===== config.mk =====
export PLATFORM = sky130hd
export DESIGN_NAME = ecg_acq_ctrl
export DESIGN_NICKNAME = d
export VERILOG_FILES = /design/src/rtl/ecg_acq_ctrl_pkg.sv /design/src/rtl/ecg_acq_ctrl.sv
export SDC_FILE = /design/constraint.sdc
export NUM_CORES = 1
export LEC_CHECK = 0
export CAP_MARGIN = 10
export CORE_MARGIN = 1
export CORE_UTILIZATION = 46
export CTS_CLUSTER_DIAMETER = 120
export DETAILED_ROUTE_END_ITERATION = 7
export PLACE_DENSITY = 0.77
export SLEW_MARGIN = 20
export SYNTH_ARGS = -nofsm -noshare
export SYNTH_HDL_FRONTEND = slang
export SYNTH_SLANG_ARGS = --single-unit

===== constraint.sdc =====
create_clock -name i_clk -period 2.3 [get_ports i_clk]
set_input_delay 0.345 -clock i_clk [delete_from_list [all_inputs] [get_ports i_clk]]
set_output_delay 0.345 -clock i_clk [all_outputs]
set_load 0.1 [all_outputs]

===== src/rtl/ecg_acq_ctrl_pkg.sv =====
// Shared types for the multi-channel ECG acquisition controller.
package ecg_acq_ctrl_pkg;

  typedef enum logic [2:0] {
    IDLE,
    CONVST,
    WAIT,
    FETCH,
    EMIT
  } acq_state_e;

  typedef enum logic {
    SRC_ADC  = 1'b0,
    SRC_FIFO = 1'b1
  } ecg_src_e;

  localparam int unsigned ACQ_NCH = 4;

  // Index width for n items, never narrower than one bit.
  function automatic int unsigned idx_width(input int unsigned n);
    return (n > 1) ? $clog2(n) : 1;
  endfunction

endpackage


===== src/rtl/ecg_acq_ctrl.sv =====
// Per-tick frame acquisition from ADC / din FIFOs, streamed out one channel
// per valid/ready beat with frame counter and sticky error flags.
module ecg_acq_ctrl
  import ecg_acq_ctrl_pkg::*;
#(
  parameter int unsigned NCH        = ACQ_NCH,
  parameter int unsigned DATA_WIDTH = 12,
  parameter int unsigned CTR_WIDTH  = 24,
  parameter int unsigned CONVST_LEN = 4,
  parameter int unsigned TIMEOUT    = 1023
) (
  input  logic                      i_clk,
  input  logic                      i_rst,
  input  logic                      i_tick,
  input  logic                      i_en,
  input  logic [NCH-1:0]            i_src_sel,
  input  logic                      i_new_record,
  input  logic                      i_clr_flags,
  output logic                      o_adc_convst,
  input  logic                      i_adc_busy,
  input  logic [NCH*DATA_WIDTH-1:0] i_adc_data,
  input  logic                      i_adc_rd_valid,
  output logic [NCH-1:0]            o_fifo_pop,
  input  logic [NCH-1:0]            i_fifo_empty,
  input  logic [NCH*DATA_WIDTH-1:0] i_fifo_rdata,
  input  logic [NCH-1:0]            i_fifo_rd_valid,
  output logic [DATA_WIDTH-1:0]     o_sample,
  output logic [idx_width(NCH)-1:0] o_sample_ch,
  output logic                      o_sample_valid,
  input  logic                      i_sample_ready,
  output logic [CTR_WIDTH-1:0]      o_ctr,
  output logic                      o_frame_done,
  output logic                      o_overrun,
  output logic [NCH-1:0]            o_underrun,
  output logic                      o_adc_timeout
);

  localparam int unsigned CH_W = idx_width(NCH);
  localparam int unsigned CV_W = (CONVST_LEN > 1) ? $clog2(CONVST_LEN) : 1;
  localparam int unsigned TO_W = (TIMEOUT > 1) ? $clog2(TIMEOUT) : 1;

  acq_state_e            state;
  logic [NCH-1:0]        src_q;
  logic                  adc_pend, adc_pend_nxt;
  logic [NCH-1:0]        fifo_pend, fifo_pend_nxt;
  logic [DATA_WIDTH-1:0] hold_q   [NCH];
  logic [DATA_WIDTH-1:0] hold_nxt [NCH];
  logic [CV_W-1:0]       cv_cnt;
  logic [TO_W-1:0]       to_cnt;
  logic [CH_W-1:0]       idx;
  logic [CH_W-1:0]       idx_nxt;
  logic                  rec_pend;
  logic                  start, any_adc, adc_win, fifo_win;
  logic                  all_done, timeout_hit;
  logic [NCH-1:0]        pop_mask, under_mask;
  logic                  unused_busy;

  assign unused_busy = i_adc_busy;
  assign start       = (state == IDLE) && i_tick && i_en;
  assign any_adc     = ~&i_src_sel;
  assign pop_mask    = i_src_sel & ~i_fifo_empty;
  assign under_mask  = i_src_sel & i_fifo_empty;
  assign adc_win     = (state == WAIT) || (state == FETCH);
  // FIFO data popped at frame start can come back while convst is still high.
  assign fifo_win    = adc_win || (state == CONVST);
  assign idx_nxt     = idx + CH_W'(1);

  // Holding-register bank capture and pending-channel bookkeeping.
  always_comb begin
    hold_nxt      = hold_q;
    adc_pend_nxt  = adc_pend;
    fifo_pend_nxt = fifo_pend;
    for (int k = 0; k < int'(NCH); k++) begin
      if (adc_win && adc_pend && i_adc_rd_valid && (src_q[k] == SRC_ADC))
        hold_nxt[k] = i_adc_data[k*DATA_WIDTH +: DATA_WIDTH];
      if (fifo_win && fifo_pend[k] && i_fifo_rd_valid[k]) begin
        hold_nxt[k]      = i_fifo_rdata[k*DATA_WIDTH +: DATA_WIDTH];
        fifo_pend_nxt[k] = 1'b0;
      end
    end
    if (adc_win && i_adc_rd_valid) adc_pend_nxt = 1'b0;
  end

  assign all_done    = !adc_pend_nxt && (fifo_pend_nxt == '0);
  assign timeout_hit = adc_win && !all_done && (to_cnt == TO_W'(TIMEOUT - 1));

  always_ff @(posedge i_clk) begin
    if (i_rst) begin
      state          <= IDLE;
      src_q          <= '0;
      adc_pend       <= 1'b0;
      fifo_pend      <= '0;
      hold_q         <= '{default: '0};
      cv_cnt         <= '0;
      to_cnt         <= '0;
      idx            <= '0;
      rec_pend       <= 1'b0;
      o_adc_convst   <= 1'b0;
      o_fifo_pop     <= '0;
      o_sample       <= '0;
      o_sample_ch    <= '0;
      o_sample_valid <= 1'b0;
      o_ctr          <= '0;
      o_frame_done   <= 1'b0;
      o_overrun      <= 1'b0;
      o_underrun     <= '0;
      o_adc_timeout  <= 1'b0;
    end else begin
      o_frame_done  <= 1'b0;
      o_fifo_pop    <= '0;
      hold_q        <= hold_nxt;
      adc_pend      <= adc_pend_nxt;
      fifo_pend     <= fifo_pend_nxt;
      // Sticky flags: a set in the same cycle as a clear wins.
      o_overrun     <= (o_overrun & ~i_clr_flags) | (i_tick && (state != IDLE));
      o_underrun    <= (o_underrun & ~{NCH{i_clr_flags}}) | (start ? under_mask : '0);
      o_adc_timeout <= (o_adc_timeout & ~i_clr_flags) | timeout_hit;
      if (i_new_record && (state != IDLE)) rec_pend <= 1'b1;

      case (state)
        IDLE: begin
          if (i_new_record) o_ctr <= '0;
          if (start) begin
            src_q      <= i_src_sel;
            adc_pend   <= any_adc;
            fifo_pend  <= pop_mask;
            o_fifo_pop <= pop_mask;
            to_cnt     <= '0;
            cv_cnt     <= '0;
            if (any_adc) begin
              state        <= CONVST;
              o_adc_convst <= 1'b1;
            end else begin
              state <= FETCH;
            end
          end
        end
        CONVST: begin
          if (cv_cnt == CV_W'(CONVST_LEN - 1)) begin
            o_adc_convst <= 1'b0;
            to_cnt       <= '0;
            state        <= WAIT;
          end else begin
            cv_cnt <= cv_cnt + CV_W'(1);
          end
        end
        WAIT, FETCH: begin
          if (all_done || timeout_hit) begin
            adc_pend       <= 1'b0;
            fifo_pend      <= '0;
            idx            <= '0;
            o_sample       <= hold_nxt[0];
            o_sample_ch    <= '0;
            o_sample_valid <= 1'b1;
            state          <= EMIT;
          end else begin
            to_cnt <= to_cnt + TO_W'(1);
          end
        end
        EMIT: begin
          if (i_sample_ready) begin
            if (idx == CH_W'(NCH - 1)) begin
              o_sample_valid <= 1'b0;
              o_frame_done   <= 1'b1;
              o_ctr          <= (rec_pend || i_new_record) ? '0 : o_ctr + CTR_WIDTH'(1);
              rec_pend       <= 1'b0;
              state          <= IDLE;
            end else begin
              idx         <= idx_nxt;
              o_sample    <= hold_q[idx_nxt];
              o_sample_ch <= idx_nxt;
            end
          end
        end
        default: state <= IDLE;
      endcase
    end
  end

endmodule


-- Yosys cells after proc, flatten, opt, wreduce, memory -nomap -nowiden
Cells that the tools add are included.
- register bits after elaboration: 124
- output and inout bits: 51
- logic and storage cells: 177
- input port bits: 117
- add/sub/neg operators: 4
- bitwise logic cells: 20
- eq/ne operators: 17
- mux-type cells: 63
- reductions and logical operators: 51
- $lt $le $gt $ge: 1
- operators by type and width (kind ; count):
    $mux 12 ; 13
    $mux 24 ; 4
    $pmux 24 s2 ; 1
    $mux 10 ; 3
    $pmux 10 s3 ; 1
    $add 24x1->24 const B ; 1
    $bmux 12 s2 ; 1
    $pmux 12 s2 ; 1
    $reduce_and 4->1 ; 6
    $logic_and 1x1->1 ; 22
    $mux 1 ; 18
    $ne 2x2->1 const B ; 9
    $mux 3 ; 5
    $and 4x4->4 ; 3
    $mux 2 ; 6
    $mux 4 ; 3
    $pmux 3 s4 ; 1
    $reduce_bool 2->1 ; 6
    $add 10x1->10 const B ; 1
    $eq 10x10->1 const B ; 1
    $not 1->1 ; 9
    $not 4->4 ; 2
    $pmux 2 s2 ; 2
    $pmux 4 s2 ; 1
    22 further kinds ; 36

-- Longest topological paths before layout
Gate-level depths: netlist of run 1.
- word-level depth: 14
- gate-level depth with buffers: 9
- depth with buffers taken out: 8

-- Worst setup path after synthesis of run 1
No wires, ideal clock.
- path kind: register to register
- from: register idx[1]
- to: register o_ctr[19]
- path buffers: 0
- arrival time: 2.656 ns
- path slack: -0.423 ns
- library setup time: 0.067 ns
- period minus slack after synthesis: 2.723 ns
- data required time: 2.233 ns
- stages on the path, launching flop included: 8
- path through: dfxtp_1 > ha_1 > nand3_1 > a211oi_4 > nand2b_1 > or4_1 > xor2_1 > nor2_1
- word-level cells in the longest chain between the ends: 3
- RTL lines (item ; line ; text):
    start, declared ; ecg_acq_ctrl.sv:50 ; logic [CH_W-1:0] idx;
    start signal, assigned ; ecg_acq_ctrl.sv:169 ; idx <= idx_nxt;
    $eq 2x2->1 ; ecg_acq_ctrl.sv:162 ; if (idx == CH_W'(NCH - 1)) begin
    $ne 2x2->1 (no line) ; - ;
    $reduce_and 4->1 (no line) ; - ;
    end signal, assigned ; ecg_acq_ctrl.sv:165 ; o_ctr <= (rec_pend || i_new_record) ? '0 : o_ctr + CTR_WIDTH'(1);
    end, declared ; ecg_acq_ctrl.sv:31 ; output logic [CTR_WIDTH-1:0] o_ctr,
No other way between the ends.
A chain may end at the register's enable or synchronous reset.

-- Worst setup path after layout of run 1
- from: register to_cnt[0]
- to: register to_cnt[9]
- word-level cells in the longest chain between the ends: 5
- elaborated cells between the ends (all ways): 8
- classes of those cells: add/sub (1); eq/ne (2); mux (2); reduce/logical (3)
- RTL lines (item ; line ; text):
    start, declared ; ecg_acq_ctrl.sv:49 ; logic [TO_W-1:0] to_cnt;
    start signal, assigned ; ecg_acq_ctrl.sv:157 ; to_cnt <= to_cnt + TO_W'(1);
    parallel branches: the longest is 5 deep, another holds $add 10x1->10 ; - ;
Several ways; the timed one is not identified. The select of a mux whose other input is x is not followed.

==> results of run 1 <==
==> synth_stat cells, types with 6 or more instances <==
cell / n / area share
inv_1: 9 / 0.0057
a211oi_1: 37 / 0.047
nor2b_1: 14 / 0.015
mux4_2: 12 / 0.045
a21oi_1: 44 / 0.037
clkbuf_1: 26 / 0.016
xnor2_1: 9 / 0.013
o21ai_0: 17 / 0.014
or3_1: 9 / 0.0095
nor2_1: 105 / 0.066
and3_1: 11 / 0.012
nand3_1: 20 / 0.017
nand2_1: 57 / 0.036
a311oi_1: 7 / 0.010
mux2i_1: 51 / 0.086
xor2_1: 8 / 0.012
dfxtp_1: 124 / 0.42
or4_1: 6 / 0.0076
nand4_1: 8 / 0.0084
buf_2: 8 / 0.0067
nor3_1: 7 / 0.0059
a311oi_2: 6 / 0.015
==> stage by stage <==
stage | setup WS, ps | hold slack [ps]
2_1_floorplan | 3.04 | 436
3_3_place_gp | 8.88 | 449
3_5_place_dp | -36.2 | 456
4_1_cts | 48.6 | 270
5_1_grt | -6.59 | 289
6_report | 104 | 269
==> logic make-up after synthesis <==
group / count (synthesis) / synth area share
AOI/OAI and AO/OA: 144 / 0.174
xor gates and xnor gates: 17 / 0.0251
adders and majority gates: 5 / 0.0105
buffers and inverters: 51 / 0.0383
DFF: 124 / 0.418
muxes: 63 / 0.131
and+or+nand+nor: 258 / 0.203
==> registers in the layout, summed over array words and instances, names as in the netlist <==
name	cells
o_adc_convst	1
hold_q	48
o_ctr	24
o_sample	12
state	3
to_cnt	10
fifo_pend	4
o_underrun	4
cv_cnt	2
o_sample_valid	1
o_adc_timeout	1
idx	2
o_overrun	1
o_frame_done	1
adc_pend	1
src_q	4
o_fifo_pop	4
rec_pend	1
==> worst min-delay path by stage <==
| stage | startpoint | to | slack (ps) | cells past startpoint |
|---|---|---|---|---|
| 5_1_grt | i_rst | to_cnt[1] | 290 | 2 |
| 3_5_place_dp | o_sample_valid | o_sample_valid | 460 | 2 |
| 3_3_place_gp | o_sample_valid | o_sample_valid | 450 | 2 |
| 4_1_cts | i_rst | o_ctr[1] | 270 | 2 |
| 6_report | i_rst | o_ctr[1] | 270 | 2 |
| 2_1_floorplan | src_q[1] | src_q[1] | 440 | 2 |
==> final cells by class <==
cell class	count	area share
Sequential cell	124	0.297
Multi-Input combinational cell	487	0.386
Inverter	9	0.00400
Tap cell	172	0.0255
Clock inverter	10	0.0190
Timing Repair Buffer	196	0.211
Clock buffer	22	0.0574
==> worst register-to-register path: cells and delay by family (launching register included) <==
family	cells	cell delay (ps)
AOI/OAI and AO/OA	3	730
and+or+nand+nor	3	690
DFF	1	420
adders and majority gates	1	200
buffers and inverters	1	90
==> layer usage <==
layer / GRT usage / wire length [um]
met5: 0 / 0
met4: 0.116 / 437
met3: 0.0439 / 892
met1: 0.334 / 7450
met2: 0.408 / 7850
==> power by group <==
group / internal, mW / switching [mW] / leakage (nW)
Combinational: 0.339 / 0.481 / 1.69
Clock: 1.93 / 0.969 / 0.313
Sequential: 2.20 / 0.0423 / 1.01
==> what timing repair did <==
action | 4_1_cts | 5_1_grt
setup endpoints to repair | 3 | 21
setup buffers | 0 | 0
resized for setup | 1 | 4
==> run metrics, run 1 <==
Critical Path Source Type register; number of global-route vias before repair 5254; clk slew on worst S/H paths 60 ps; DRT iter0 DRCs 465; RR Startpoint to_cnt[0]; Root Driver clkbuf_16; DR pass1 iterations 7; Setup crit end to_cnt[9]; fmax 455 MHz; status finished clean; CP Launch Point to_cnt[0]; clock sink count 124; crit-path max cell delay 500 ps; Final Core Density 0.668; hold_buf cts 0; maximum VDD drop 542 uV; FP Rows 41; via count 5587; sequential area share after synthesis 0.418; Critical-path top delay cell or4_1; Rel. slew slack 0.545; Worst Setup End Kind register; # setup viols final 0; Bufs and invs on worst path 1; placeable core area 0.0126 sq mm; routability cong. 0.827; Max clock buf depth 2; Fin Clk Skew 4.92 ps; io pins 168; drt wl/cell 16.3 um; Main synth FF type dfxtp_1; most common cell after layout, fill and taps aside clkdlybuf4s50_1; FF/Latch Area 0.00251 sq mm; CTS tree built; H-Tree Depth 4; port bufs 166; DP Area 0.00777 sq mm; Avg Cell Area, Syn 8.97 sq um; final design instance area without fill 0.00844 sq mm; FF-to-FF path depth 8; Largest delay share family, worst path compound AO/OA/AOI/OAI gates; area grow syn2layout 42.0%; post-detailed-route count of antenna-violating nets 0; Post-DP HPWL 12.2 mm; initial antenna violation count 0; Async S/R FF share, synth 0; CP Cell Sequence inv_1, ha_1, nand2_1, nor3_2, a211oi_2, o21ai_4, or4_1, a21oi_1; Max Cap Viol 0; Die Width 116 um; nets 957; post-synthesis cell count 662; fill count 1021; multi-input logic area 0.00326 sq mm; PD cells 706 mW/mm^2; Initial Util 0.471; Slew @ Worst Pin 683 ps; Ys Warns 0; commonest non-fill, non-tap cells in the layout clkdlybuf4s50_1, dfxtp_1, nor2_1; placed insts 988; final cell count without fillers 1020; max-slew violation count 0; end of the worst register-to-register path to_cnt[9]; Syn Nets 784; Cell variety after synth 54; Stages on worst setup path 8; layout cells sized above 1 0.188; RSZ-0062 raised after global routing yes; final cycle utilization of the critical path 0.955; Final Critical Period 2200 ps; final WL 16.6 mm; Antenna diodes 0; Avg Vias per Cell 5.48; first-pass GRT wire length 26.0 mm; DRC errors left 0; Worst-Skew Late Latency 420 ps; worst-path fanout max 7; register-to-register setup slack 100 ps; Leakage Power 3.01 nW; GRT Resource Usage Total 0.254; GR Overflow Total 0; Worst EP required 2640 ps; final hold violation count 0; Num CTS Buffers 17; kind of critical path reg -> reg; Seq cells post-synth 124; EDFF count, synth 0; die area 0.0134 sq mm; Die Y 116 um; crit path DAT 2540 ps; Final TNS setup 0 ps; post-layout power 5.96 mW; worst hold path class in -> reg; synthesized area 0.00594 sq mm; largest net degree at the start of global routing 64
No activity file was read; power rests on OpenSTA's default activity.
==> run 2, diff against run 1 <==
--- a/config.mk
+++ b/config.mk
@@ -10,6 +10,8 @@
 export CORE_UTILIZATION = 46
 export CTS_CLUSTER_DIAMETER = 120
 export DETAILED_ROUTE_END_ITERATION = 7
+export HOLD_SLACK_MARGIN = 0.08
+export MAX_ROUTING_LAYER = met4
 export PLACE_DENSITY = 0.77
 export SLEW_MARGIN = 20
 export SYNTH_ARGS = -nofsm -noshare
==> run metrics, run 2 (synthesis gave the netlist of run 1 again) <==
largest net degree at the start of global routing 64; Num CTS Buffers 17; fmax 456 MHz; crit path DAT 2540 ps; Initial Util 0.471; post-detailed-route count of antenna-violating nets 0; kind of critical path reg -> reg; placed insts 988; via count 5596; Antenna diodes 0; final cell count without fillers 1020; Slew @ Worst Pin 680 ps; Worst Setup End Kind register; max-slew violation count 0; Max Cap Viol 0; Post-DP HPWL 12.2 mm; max FFs per register 48; initial antenna violation count 0; PD cells 706 mW/mm^2; GR Overflow Total 0; biggest regs hold_q x48, o_ctr x24, o_sample x12; layout cells sized above 1 0.188; clock sink count 124; maximum VDD drop 540 uV; DR pass1 iterations 7; routability cong. 0.839; CP Cell Sequence inv_1, ha_1, nand2_1, nor3_2, a211oi_2, o21ai_4, or4_1, a21oi_1; Max clock buf depth 2; final WL 16.6 mm; drt wl/cell 16.3 um; Worst-Skew Late Latency 420 ps; Die Y 116 um; CTS tree built; Fin Clk Skew 4.95 ps; Critical-path top delay cell or4_1; crit-path max cell delay 500 ps; Largest delay share family, worst path compound AO/OA/AOI/OAI gates; Die Width 116 um; H-Tree Depth 4; Largest Register hold_q; Post-CTS Setup Bufs 0; commonest non-fill, non-tap cells in the layout clkdlybuf4s50_1, dfxtp_1, nor2_1; first-pass GRT wire length 26.0 mm; final cycle utilization of the critical path 0.954; Worst EP required 2640 ps; worst hold path class in -> reg; placeable core area 0.0126 sq mm; Root Driver clkbuf_16; area grow syn2layout 42.0%; Critical Path Source Type register; most common cell after layout, fill and taps aside clkdlybuf4s50_1; DRT iter0 DRCs 387; Final Critical Period 2190 ps; Bufs and invs on worst path 1; post-layout power 5.96 mW; # setup viols final 0; Rel. slew slack 0.547; io pins 168; GRT Resource Usage Total 0.262; port bufs 166; DRC errors left 0; Avg Vias per Cell 5.49; Leakage Power 3.01 nW; status finished clean; FP Rows 41; number of global-route vias before repair 5242; clk slew on worst S/H paths 60 ps; die area 0.0134 sq mm; nets 957; worst-path fanout max 7; final hold violation count 0
## run 2: cell counts in the layout (fill, tap and decap cells not counted)
No cell type changed its count.
## run 2: layout make-up
type	instances	area (sq um)
clock buffers	22	484
inverters	9	33.8
multi-input cells	487	3260
well taps	172	215
repair buffers	196	1780
clock inverters	10	160
flip-flops and latches	124	2510
fillers	1021	4180
## run 2: path summary, 6_finish.rpt
check	start	end	slack, ps	cells after the start
setup / recovery	to_cnt[0]	to_cnt[9]	110	8
setup reg to reg	to_cnt[0]	to_cnt[9]	110	8
hold / removal	i_rst	o_ctr[1]	270	2
hold reg to reg	o_sample_valid	o_sample_valid	460	2
## run 2: report_power, final
part           leakage (nW)  switching [mW]  internal, mW
Clock                 0.313           0.965          1.93
Sequential             1.01          0.0422          2.20
Combinational          1.69           0.481         0.339
## run 2: what timing repair did
item / in CTS / in global routing
resized for setup: 1 / 4
hold buffers: 0 / 0
pin swaps: 0 / 0
endpoints found under the setup margin: 3 / 19
## run 2: through the flow
stage / util / setup slack (ps) / TNS [ps] / hold WS [ps] / area (sq um)
floorplan: - / 3.04 / 0 / 436 / 5960
detailed placement: 0.616 / -36.2 / -68.4 / 456 / 7770
global route: 0.668 / -1.57 / -1.57 / 289 / 8440
CTS: 0.667 / 48.6 / 0 / 270 / 8420
global placement: 0.616 / 8.88 / 0 / 449 / 7770
finish: 0.668 / 107 / 0 / 274 / 8440
## run 2: per-layer routing
| layer | GRT usage | part of all wire | vias to the layer above |
|---|---|---|---|
| met2 | 0.408 | 0.47 | 185 |
| met1 | 0.335 | 0.45 | 2641 |
| li1 | - | - | 2736 |
| met5 | - | 0 | - |
| met3 | 0.0445 | 0.051 | 34 |
| met4 | 0.114 | 0.026 | 0 |
==> run 3, diff against run 2 <==
--- a/config.mk
+++ b/config.mk
@@ -5,12 +5,12 @@
 export SDC_FILE = /design/constraint.sdc
 export NUM_CORES = 1
 export LEC_CHECK = 0
+export ABC_AREA = 1
 export CAP_MARGIN = 10
 export CORE_MARGIN = 1
 export CORE_UTILIZATION = 46
 export CTS_CLUSTER_DIAMETER = 120
 export DETAILED_ROUTE_END_ITERATION = 7
-export HOLD_SLACK_MARGIN = 0.08
 export MAX_ROUTING_LAYER = met4
 export PLACE_DENSITY = 0.77
 export SLEW_MARGIN = 20
==> run metrics, run 3 <==
GRT Resource Usage Total 0.259; final hold violation count 0; worst-path fanout max 10; io pins 168; Fin Clk Skew 6.12 ps; Largest Register hold_q; Root Driver clkbuf_16; initial antenna violation count 0; Worst EP required 2610 ps; Yosys top cell by area dfxtp_1; area grow syn2layout 38.1%; Final Critical Period 2020 ps; first-pass GRT wire length 28.0 mm; Post-CTS Setup Bufs 0; CTS tree built; post-synthesis cell count 897; fmax 496 MHz; Avg Cell Area, Syn 6.95 sq um; Synth top area share 0.398; PD cells 905 mW/mm^2; Post-CTS Resized 0; die area 0.0140 sq mm; Max clock buf depth 2; Seq cells post-synth 124; Leakage Power 3.60 nW; most common cell after layout, fill and taps aside nand2_1; final cycle utilization of the critical path 0.876; final cell count without fillers 1253; Main synth FF type dfxtp_1; max-slew violation count 0; multi-input logic area 0.00327 sq mm; crit path DAT 2330 ps; kind of critical path reg -> reg; Synth Area in Adders 0.0100; Async S/R FF share, synth 0; clk slew on worst S/H paths 60 ps; worst hold path class in -> reg; Die Y 118 um; Syn Nets 1019; status finished clean; Num CTS Buffers 17; largest family of logic cells by synthesized area simple AND/OR/NAND/NOR gates; Cell variety after synth 45; Post-Synth XOR/XNOR Area 0.0141; largest net degree at the start of global routing 54; # setup viols final 0; Slew @ Worst Pin 599 ps; clock sink count 124; fill count 1211; hold_buf cts 0; DR pass1 iterations 6; routability cong. 0.960; GR Overflow Total 0; placeable core area 0.0132 sq mm; Initial Util 0.471; final WL 17.6 mm; Post-DP HPWL 12.8 mm; port bufs 166; synthesized area 0.00623 sq mm; Ys Warns 0; top cells by area, synth dfxtp_1, nand2_1, o21ai_0; sequential area share after synthesis 0.398; H-Tree Depth 4; max FFs per register 48; post-synthesis compound-gate area fraction 0.173; Critical Path Source Type register; biggest regs hold_q x48, o_ctr x24, o_sample x12; Antenna diodes 0; FF/Latch Area 0.00249 sq mm; Simple-Gate Fraction of Synth Area 0.288; maximum VDD drop 557 uV; post-detailed-route count of antenna-violating nets 0; Avg Vias per Cell 5.18; via count 6488; Max Cap Viol 0; drt wl/cell 14.0 um; nets 1186; Rel. slew slack 0.600; EDFF count, synth 0; FP Rows 42; Worst Setup End Kind register; Final TNS setup 0 ps; commonest non-fill, non-tap cells in the layout nand2_1, dfxtp_1, clkdlybuf4s50_1; DRC errors left 0; DRT iter0 DRCs 699; multiplexer share of the synthesized area 0.0391; list of most frequent post-synthesis cells nand2_1, dfxtp_1, nor2_1; number of global-route vias before repair 5779; layout cells sized above 1 0.141; Die Width 118 um; Worst-Skew Late Latency 430 ps; RSZ-0062 raised after global routing no; top-count cell post-synth nand2_1; placed insts 1221
## run 3: changes by cell type after synthesis, sizes merged, moves of 12 or more
cell    before  now
inv          9   78
o21ai       19   86
a211oi      40    3
nor2b       14    0
nand3       20   63
a31oi        0   15
mux2i       51   12
nand2       57  219
mux4        12    0
a21oi       44   73
## run 3: worst paths after layout
path                    from    endpoint  slack (ps)  cells past startpoint
setup / recovery    state[2]   o_ctr[16]         280                     11
hold / removal         i_rst   o_ctr[17]         340                      4
setup reg to reg    state[2]   o_ctr[16]         280                     11
hold reg to reg   hold_q[22]  hold_q[22]         450                      2
## run 3: logic make-up after synthesis
| family | Yosys count |
|---|---|
| AOI/OAI and AO/OA | 197 |
| xor gates and xnor gates | 10 |
| adders and majority gates | 5 |
| buffers and inverters | 120 |
| DFF | 124 |
| muxes | 23 |
| and+or+nand+nor | 418 |
## run 3: critical path: stages, from the launching register on
cell and delay [ps]:
dfxtp_1 450, inv_2 100, nor2_2 230, inv_1 150, nand2_1 100, nand2_2 70, inv_4 120, nand3_1 150
nor2_2 190, nand2_1 90, o21ai_1 160, a21oi_1 80
## run 3: stage by stage
stage | total power [mW] | area, sq um | setup slack [ps] | util | hold slack, ps
2_1_floorplan | 4.30 | 6240 | 33.7 | - | 424
3_3_place_gp | 5.00 | 7990 | 154 | 0.604 | 432
3_5_place_dp | 5.03 | 7990 | 92.0 | 0.604 | 439
4_1_cts | 7.80 | 8610 | 297 | 0.650 | 325
5_1_grt | 8.15 | 8610 | 59.2 | 0.650 | 353
6_report | 7.79 | 8610 | 285 | 0.650 | 337
## run 3: metal layers
metal | global-route usage | vias to the layer above | part of all wire | wire length, um
met5 | - | - | 0 | 0
met4 | 0.0759 | 0 | 0.013 | 235
met3 | 0.0637 | 23 | 0.078 | 1370
met2 | 0.386 | 247 | 0.44 | 7660
met1 | 0.348 | 2897 | 0.47 | 8320
li1 | - | 3321 | - | -
## run 3: final cells by class
cell class | count | area share
timing repair buffer | 190 | 0.200
clock inverter | 15 | 0.0221
clock buffer | 17 | 0.0494
inverter | 78 | 0.0343
tap | 176 | 0.0256
sequential | 124 | 0.289
multi-input combinational | 653 | 0.380
## run 3: where the power goes
group / total, mW / internal, mW / switching (mW) / leakage (nW)
Combinational: 2.55 / 0.776 / 1.77 / 2.31
Clock: 2.78 / 1.72 / 1.06 / 0.287
Sequential: 2.46 / 2.34 / 0.119 / 1.00
Total: 7.79 / 4.84 / 2.95 / 3.60
